File: config.mk
export PLATFORM = sky130hd
export DESIGN_NAME = aes_inv_round_ctrl_flat
export DESIGN_NICKNAME = d
export VERILOG_FILES = /design/src/rtl/aes_inv_round_ctrl_pkg.sv /design/src/rtl/aes_inv_round_ctrl_if.sv /design/src/rtl/aes_inv_round_ctrl.sv /design/src/flat_wrapper.sv
export SDC_FILE = /design/constraint.sdc
export NUM_CORES = 1
export LEC_CHECK = 0
export BUFFER_PORTS_ARGS = -buffer_cell sky130_fd_sc_hd__buf_4
export CAP_MARGIN = 0
export CORE_MARGIN = 4
export CORE_UTILIZATION = 47
export DETAILED_ROUTE_END_ITERATION = 10
export GPL_TIMING_DRIVEN = 0
export PLACE_DENSITY = 0.73
export SYNTH_ARGS = -nofsm -noshare
export SYNTH_HDL_FRONTEND = slang
export SYNTH_SLANG_ARGS = --single-unit
File: constraint.sdc
create_clock -name clk -period 1.4 [get_ports clk]
set_clock_uncertainty 0.15 [all_clocks]
set_input_delay 0.14 -clock clk [delete_from_list [all_inputs] [get_ports clk]]
set_output_delay 0.14 -clock clk [all_outputs]
set_load 0.005 [all_outputs]
File: src/rtl/aes_inv_round_ctrl_pkg.sv
// Shared types and constants for the AES-128 inverse-cipher round sequencer.
package aes_inv_round_ctrl_pkg;

    localparam int AES_NR    = 10;
    localparam int AES_COLS  = 4;
    localparam int KEY_IDX_W = 4;
    localparam int COL_W     = $clog2(AES_COLS);

    typedef enum logic [2:0] {IDLE, ARK0, ISR, ISB, ARK, IMC, DONE} inv_ctrl_state_t;

    typedef logic [KEY_IDX_W-1:0] key_idx_t;
    typedef logic [COL_W-1:0]     col_t;

    function automatic logic is_last_col(col_t c);
        return c == COL_W'(AES_COLS - 1);
    endfunction

endpackage

File: src/rtl/aes_inv_round_ctrl_if.sv
// Handshake and datapath-control bundle between the inverse-round sequencer and its datapath.
interface aes_inv_round_ctrl_if;
    import aes_inv_round_ctrl_pkg::*;

    logic     in_valid;
    logic     in_ready;
    logic     abort;
    logic     state_ld;
    logic     ark_en;
    logic     isr_en;
    logic     isb_en;
    col_t     isb_col;
    logic     imc_en;
    key_idx_t key_idx;
    logic     out_valid;
    logic     out_ready;
    logic     busy;

    modport master (
        input  in_valid, abort, out_ready,
        output in_ready, state_ld, ark_en, isr_en, isb_en, isb_col, imc_en,
               key_idx, out_valid, busy
    );

    modport slave (
        output in_valid, abort, out_ready,
        input  in_ready, state_ld, ark_en, isr_en, isb_en, isb_col, imc_en,
               key_idx, out_valid, busy
    );

endinterface

File: src/rtl/aes_inv_round_ctrl.sv
// AES-128 InvCipher sequencer: emits per-cycle step enables, InvSubBytes column and round-key index.
//
// state | meaning
// IDLE  | waiting for a ciphertext block, in_ready=1
// ARK0  | initial AddRoundKey with key NR
// ISR   | InvShiftRows
// ISB   | InvSubBytes, one column per cycle
// ARK   | AddRoundKey with key rnd
// IMC   | InvMixColumns, rnd decrements
// DONE  | plaintext valid, waiting for out_ready
module aes_inv_round_ctrl
    import aes_inv_round_ctrl_pkg::*;
(
    input  logic                  clk,
    input  logic                  rst_n,
    aes_inv_round_ctrl_if.master  ctl
);

    inv_ctrl_state_t state, state_nxt;
    logic [3:0]      rnd;
    col_t            col;
    logic            ark_q, isr_q, isb_q, imc_q, ov_q;
    key_idx_t        key_q;

    always_ff @(posedge clk or negedge rst_n) begin
        if (!rst_n) state <= IDLE;
        else        state <= state_nxt;
    end

    always_comb begin
        state_nxt    = state;
        ctl.state_ld = 1'b0;
        case (state)
            IDLE: begin
                if (ctl.in_valid && !ctl.abort) begin
                    ctl.state_ld = 1'b1;
                    state_nxt    = ARK0;
                end
            end
            ARK0:    state_nxt = ISR;
            ISR:     state_nxt = ISB;
            ISB:     if (is_last_col(col)) state_nxt = ARK;
            ARK:     state_nxt = (rnd == 4'd0) ? DONE : IMC;
            IMC:     state_nxt = ISR;
            DONE:    if (ctl.out_ready) state_nxt = IDLE;
            default: state_nxt = IDLE;
        endcase
        if (ctl.abort) state_nxt = IDLE;
    end

    // Outputs are decoded from the next state so they line up with the registered state.
    always_ff @(posedge clk or negedge rst_n) begin
        if (!rst_n) begin
            ark_q <= 1'b0;
            isr_q <= 1'b0;
            isb_q <= 1'b0;
            imc_q <= 1'b0;
            ov_q  <= 1'b0;
            key_q <= '0;
            col   <= '0;
            rnd   <= '0;
        end else begin
            ark_q <= (state_nxt == ARK0) || (state_nxt == ARK);
            isr_q <= (state_nxt == ISR);
            isb_q <= (state_nxt == ISB);
            imc_q <= (state_nxt == IMC);
            ov_q  <= (state_nxt == DONE);
            if (ctl.abort) begin
                key_q <= '0;
                col   <= '0;
                rnd   <= '0;
            end else begin
                col <= (state == ISB && state_nxt == ISB) ? col + col_t'(1) : '0;
                if (ctl.state_ld)     rnd <= 4'(AES_NR - 1);
                else if (state == IMC) rnd <= rnd - 4'd1;
                if (state_nxt == ARK0)     key_q <= KEY_IDX_W'(AES_NR);
                else if (state_nxt == ARK) key_q <= KEY_IDX_W'(rnd);
            end
        end
    end

    assign ctl.in_ready  = (state == IDLE);
    assign ctl.busy      = (state != IDLE);
    assign ctl.ark_en    = ark_q;
    assign ctl.isr_en    = isr_q;
    assign ctl.isb_en    = isb_q;
    assign ctl.imc_en    = imc_q;
    assign ctl.isb_col   = col;
    assign ctl.key_idx   = key_q;
    assign ctl.out_valid = ov_q;

endmodule

File: src/flat_wrapper.sv
// flat-port wrapper written by rule: the top's interface ports become plain ports
module aes_inv_round_ctrl_flat import aes_inv_round_ctrl_pkg::*;
  (clk, rst_n, ctl_in_valid, ctl_abort, ctl_out_ready, ctl_in_ready, ctl_state_ld, ctl_ark_en, ctl_isr_en, ctl_isb_en, ctl_isb_col, ctl_imc_en, ctl_key_idx, ctl_out_valid, ctl_busy);
  aes_inv_round_ctrl_if ctl_i ();
  input  logic clk;
  input  logic rst_n;
  input wire logic [$bits(ctl_i.in_valid)-1:0] ctl_in_valid;
  input wire logic [$bits(ctl_i.abort)-1:0] ctl_abort;
  input wire logic [$bits(ctl_i.out_ready)-1:0] ctl_out_ready;
  output wire logic [$bits(ctl_i.in_ready)-1:0] ctl_in_ready;
  output wire logic [$bits(ctl_i.state_ld)-1:0] ctl_state_ld;
  output wire logic [$bits(ctl_i.ark_en)-1:0] ctl_ark_en;
  output wire logic [$bits(ctl_i.isr_en)-1:0] ctl_isr_en;
  output wire logic [$bits(ctl_i.isb_en)-1:0] ctl_isb_en;
  output wire logic [$bits(ctl_i.isb_col)-1:0] ctl_isb_col;
  output wire logic [$bits(ctl_i.imc_en)-1:0] ctl_imc_en;
  output wire logic [$bits(ctl_i.key_idx)-1:0] ctl_key_idx;
  output wire logic [$bits(ctl_i.out_valid)-1:0] ctl_out_valid;
  output wire logic [$bits(ctl_i.busy)-1:0] ctl_busy;
  assign ctl_i.in_valid = ctl_in_valid;
  assign ctl_i.abort = ctl_abort;
  assign ctl_i.out_ready = ctl_out_ready;
  assign ctl_in_ready = ctl_i.in_ready;
  assign ctl_state_ld = ctl_i.state_ld;
  assign ctl_ark_en = ctl_i.ark_en;
  assign ctl_isr_en = ctl_i.isr_en;
  assign ctl_isb_en = ctl_i.isb_en;
  assign ctl_isb_col = ctl_i.isb_col;
  assign ctl_imc_en = ctl_i.imc_en;
  assign ctl_key_idx = ctl_i.key_idx;
  assign ctl_out_valid = ctl_i.out_valid;
  assign ctl_busy = ctl_i.busy;
  aes_inv_round_ctrl u_core (.clk(clk), .rst_n(rst_n), .ctl(ctl_i));
endmodule
# == After elaboration in Yosys (flattened, before gate mapping) ==
# Index checks and enable logic that the tools add are counted.
# totals
regBits,18
out_inout_bits,14
in_bits,5
# op_classes
n_reduce_logical,10
n_eq_ne,13
n_addsub,2
mux,16
# ops
operator,count
4-bit 2-to-1 mux,6
3-bit == test (second input constant),6
3-bit case mux with 6 select lines,1
3-bit by 2-bit == test with 1-bit output (second input constant),4
3-bit 2-to-1 mux,4
3-bit nonzero test,3
3-bit by 1-bit == test with 1-bit output (second input constant),2
2-bit 2-to-1 mux,3
4-bit logical NOT,1
4-bit by 1-bit subtractor with 4-bit output (second input constant),1
3-bit logical NOT,1
2-bit by 1-bit adder with 2-bit output (second input constant),1
2-bit == test (second input constant),1
1-bit logical AND,2
1-bit 2-to-1 mux,2
2-bit OR reduction,1
1-bit logical NOT,1
1-bit logical OR,1

# == Longest topological paths before layout ==
# depth
word_depth,9
ltp_mapped,5

# == Least setup slack after synthesis ==
# No wires, ideal clock.
# synth_timing
path_kind,register to register
from,reg u_core.col[0] (netlist: u_core.ctl.isb_col[0])
to,reg u_core.key_q[1] (netlist: u_core.ctl.key_idx[1])
path_stages_with_launch,6
arrival_ns,1.186
path_buffers,0
slack_ns,-0.059
t_required_ns,1.127
cell_sequence,dfrtp_1 -> ha_1 -> nand3_1 -> nand2b_1 -> nand2_1 -> o221a_1
# synth_via
elab_chain_len,7
elab_cells_between_ends,9
cone_classes,3 x eq/ne; 5 x mux; 1 x reduce/logical
# synth_rtl
item,line,source
start: declaration,aes_inv_round_ctrl.sv:21,col_t col;
start signal: assignment,aes_inv_round_ctrl.sv:73,col <= (state == ISB && state_nxt == ISB) ? col + col_t'(1) : '0;
2-bit == test (*),aes_inv_round_ctrl_pkg.sv:15,return c == COL_W'(AES_COLS - 1);
3-bit 2-to-1 mux (*),aes_inv_round_ctrl.sv:42,ISB: if (is_last_col(col)) state_nxt = ARK;
3-bit case mux with 6 select lines (*),aes_inv_round_ctrl.sv:33,case (state)
3-bit 2-to-1 mux (*),aes_inv_round_ctrl.sv:48,if (ctl.abort) state_nxt = IDLE;
3-bit by 1-bit == test with 1-bit output,aes_inv_round_ctrl.sv:76,if (state_nxt == ARK0) key_q <= KEY_IDX_W'(AES_NR);
4-bit 2-to-1 mux,aes_inv_round_ctrl.sv:76,
4-bit 2-to-1 mux,aes_inv_round_ctrl.sv:68,if (ctl.abort) begin
end signal: assignment,aes_inv_round_ctrl.sv:76,
end signal: assignment,aes_inv_round_ctrl.sv:77,else if (state_nxt == ARK) key_q <= KEY_IDX_W'(rnd);
end: declaration,aes_inv_round_ctrl.sv:23,key_idx_t key_q;
# Mark *: on every way between the ends. The rest lies on a longest branch, timed or not.
# A chain may end at the register's enable or synchronous reset.

# == Worst setup path in the final report ==
# layout_timing
from,reg u_core.state[1]
to,out ctl_state_ld
# layout_via
elab_chain_len,2
# layout_rtl
item,line,source
start: declaration,aes_inv_round_ctrl.sv:19,"inv_ctrl_state_t state, state_nxt;"
start signal: assignment,aes_inv_round_ctrl.sv:27,else state <= state_nxt;
3-bit logical NOT,aes_inv_round_ctrl.sv:33,
1-bit 2-to-1 mux,aes_inv_round_ctrl.sv:33,
end: declaration,flat_wrapper.sv:11,output wire logic [$bits(ctl_i.state_ld)-1:0] ctl_state_ld;
# No other way between the ends.

==> flow_summary.json <==
{
  "layoutNonFillerInstCount": 157,
  "antenna_found_initial": 0,
  "clk_path_buf_depth": 2,
  "setup_violations": 17,
  "grt_use_total_pct": 17.61,
  "synth-main-ff-cell": "dfrtp_1",
  "path_clk_slew_ns": 0.11,
  "syn_area_per_cell_um2": 10.12,
  "port_buffers": 18,
  "seq_power_share_pct": 47.1,
  "syn2layout_area_growth_pct": 57.61,
  "drc": 0,
  "placed_cells": 134,
  "cts_buffers": 3,
  "crit_chain": "nor4b_4 > nand2_1 > inv_1 > buf_4",
  "crit_path_top_delay_cell": "dfrtp_2",
  "startpoint_type": "register",
  "ir_worst_vdd_mv": 0.7897,
  "yosysSeqAreaShare_pct": 48.91,
  "cp.depth": 4,
  "cp_max_fo": 4,
  "syn_area_um2": 920.9,
  "synth-seq-cells": 18,
  "synthDistinctLibCells": 34,
  "cp.arrival_ns": 1.34,
  "reg2reg_slack_ns": -0.17,
  "gp_congestion": 0.7747,
  "pin_count": 19,
  "grt_pass1_wl_um": 3560,
  "grt_max_degree": 19,
  "clock_sinks": 18,
  "maxCapViolCount": 0,
  "drtIter0Drc": 35,
  "yosys_warnings": 0,
  "r2r_end": "u_core.ctl.key_idx[2]",
  "synth_nets": 98,
  "fmax_mhz": 612.6,
  "criticalPathCategory": "register to primary output",
  "mostFrequentLayoutCells": "31 x buf_4, 14 x dfrtp_1, 7 x buf_6, 7 x nand2_1, 7 x nor2_1",
  "netlist_instances": 91,
  "cp.buffers_inverters": 2,
  "min_path_type": "primary input to register",
  "status": "complete, but fails checks",
  "crit_start": "u_core.state[1]",
  "critPathTopFamily": "flip-flops",
  "setup_slack_ns": -0.2323,
  "min_delay_path_depth": 4,
  "dp.final_hpwl_um": 1297,
  "relSlewSlack_pct": 82.33,
  "leakagePower_nw": 0.6944,
  "row_count": 15,
  "rr_worst_depth": 5,
  "drtPass1Iterations": 4,
  "cts-root-buf": "clkbuf_4",
  "hold_viol": 0,
  "die_y_um": 52.27,
  "synth-edff-count": 0,
  "start_util_pct": 51.65,
  "rsz0062_at_grt": "true",
  "cts_tree": "done",
  "worst_pin_slew_ns": 0.2646,
  "p_per_area_nw_per_um2": 832.6,
  "violations": "setup timing",
  "via_per_inst": 5.809,
  "drt-total-wl_um": 2651,
  "p_comb_share_pct": 25.1,
  "layout-drive-gt1-share_pct": 55.30,
  "swShare_pct": 29.44,
  "fillCellCount": 99,
  "htreeDepth": 1,
  "endpoint_kind": "primary output",
  "crit_required_ns": 1.11,
  "clock_latency_ns": 0.30,
  "power_mw": 1.208,
  "slowest_delay_ns": 0.48,
  "num_antenna_cells": 0,
  "dp_slack_ns": -0.1168,
  "rr_startpoint": "u_core.state[1]",
  "routedWlPerCell_um": 16.89,
  "async_reset_ff_share_pct": 100.0,
  "die_x_um": 52.27,
  "switching_power_mw": 0.3558,
  "fp.dieArea_um2": 2732,
  "fin_crit_ns": 1.632,
  "power_frac_clock_pct": 27.7,
  "ant_nets": 0,
  "grt_remaining_overflow": 0,
  "period_share_pct": 116.6,
  "final_nets": 140,
  "grt_pass1_vias": 784,
  "p_int_mw": 0.8526,
  "vias": 912,
  "crit_end": "ctl_state_ld",
  "fp.coreArea_um2": 1783,
  "final_common_cell": "buf_4",
  "slew_violations": 0
}
[tightest hold or removal path: stages]
cell     delay, ns
buf_4         0.15
nor2_4        0.07
nand2_1       0.06
a21oi_1       0.03
[timing repair]
action	CTS	global route
resized for setup	21	18
hold endpoints to repair	21	0
hold buffers	2	0
pin swaps	8	12
setup buffers	11	7
setup endpoints to repair	12	18
[how the worst min path moves through the flow]
stage               startpoint               endpoint  slack [ns]
floorplan                rst_n      u_core.ctl.ark_en       -0.31
global placement         rst_n  u_core.ctl.isb_col[1]       -0.13
detailed placement       rst_n      u_core.ctl.isr_en       -0.13
CTS                  ctl_abort      u_core.ctl.isb_en        0.02
global route         ctl_abort      u_core.ctl.isb_en        0.03
finish               ctl_abort      u_core.ctl.isb_en        0.03
[power by group through the flow]
stage | sequential, mW | combinational [mW] | clock (mW)
6_report | 0.570 | 0.304 | 0.335
5_1_grt | 0.572 | 0.321 | 0.369
4_1_cts | 0.567 | 0.255 | 0.333
3_5_place_dp | 0.582 | 0.190 | 0
3_3_place_gp | 0.582 | 0.187 | 0
2_1_floorplan | 0.579 | 0.109 | 0
[flip-flops by register name, summed over array words and instances (netlist names)]
name / flops
u_core.ctl.imc_en: 1
u_core.ctl.isb_en: 1
u_core.ctl.out_valid: 1
u_core.ctl.key_idx: 4
u_core.rnd: 4
u_core.state: 3
u_core.ctl.isr_en: 1
u_core.ctl.isb_col: 2
u_core.ctl.ark_en: 1
[area by class of cell]
type / count / area [um2] / area share (%)
inverter: 6 / 22.52 / 1.552
timing repair buffer: 37 / 297.8 / 20.52
buffer: 4 / 48.80 / 3.362
clock buffer: 4 / 36.28 / 2.500
multi-input combinational: 63 / 559.3 / 38.53
sequential: 18 / 455.4 / 31.38
tap: 25 / 31.28 / 2.155
[layer usage]
layer	vias up	wire (um)	GRT usage, %
li1	404	-	-
met1	450	1107	23.91
met2	48	1286	28.24
met3	10	188	2.849
met4	0	69	6.383
met5	-	0	0
[metrics by stage]
| stage | setup TNS [ns] | util (%) | hold WS [ns] | instance area (um2) |
|---|---|---|---|---|
| after floorplan | 0 | - | -0.3056 | 954.7 |
| after global placement | -0.6970 | 62.88 | -0.1323 | 1121 |
| after detailed placement | -0.6808 | 62.88 | -0.1273 | 1121 |
| after CTS | -0.7797 | 75.02 | 0.01889 | 1338 |
| after global routing | -2.613 | 81.40 | 0.02522 | 1451 |
| final | -1.718 | 81.40 | 0.03127 | 1451 |
[Yosys cell counts (all sizes together), types with 2 or more instances]
master	instances	share of area [%]
nor2	10	4.1
nand2	9	3.7
o21ai	3	1.6
nor3	4	2.7
nor2b	2	1.4
inv	6	2.4
a22o	2	1.9
a31oi	2	1.4
or2	2	1.4
nor3b	2	1.6
ha	2	2.7
dfrtp	18	49
nand3	3	1.6
a21oi	5	3.1
buf	4	2.4
a211oi	4	3.8
[cell families (layout without fill, tap and decap cells)]
family | Yosys count | count (layout) | synth area share [%]
buffers and inverters | 10 | 51 | 4.891
AOI/OAI and AO/OA | 20 | 20 | 15.35
DFF | 18 | 18 | 48.91
and+or+nand+nor | 38 | 38 | 25.13
muxes | 1 | 1 | 1.087
adders and majority gates | 2 | 2 | 2.717
xor gates and xnor gates | 2 | 2 | 1.903
(Power assumes the default switching activity.)
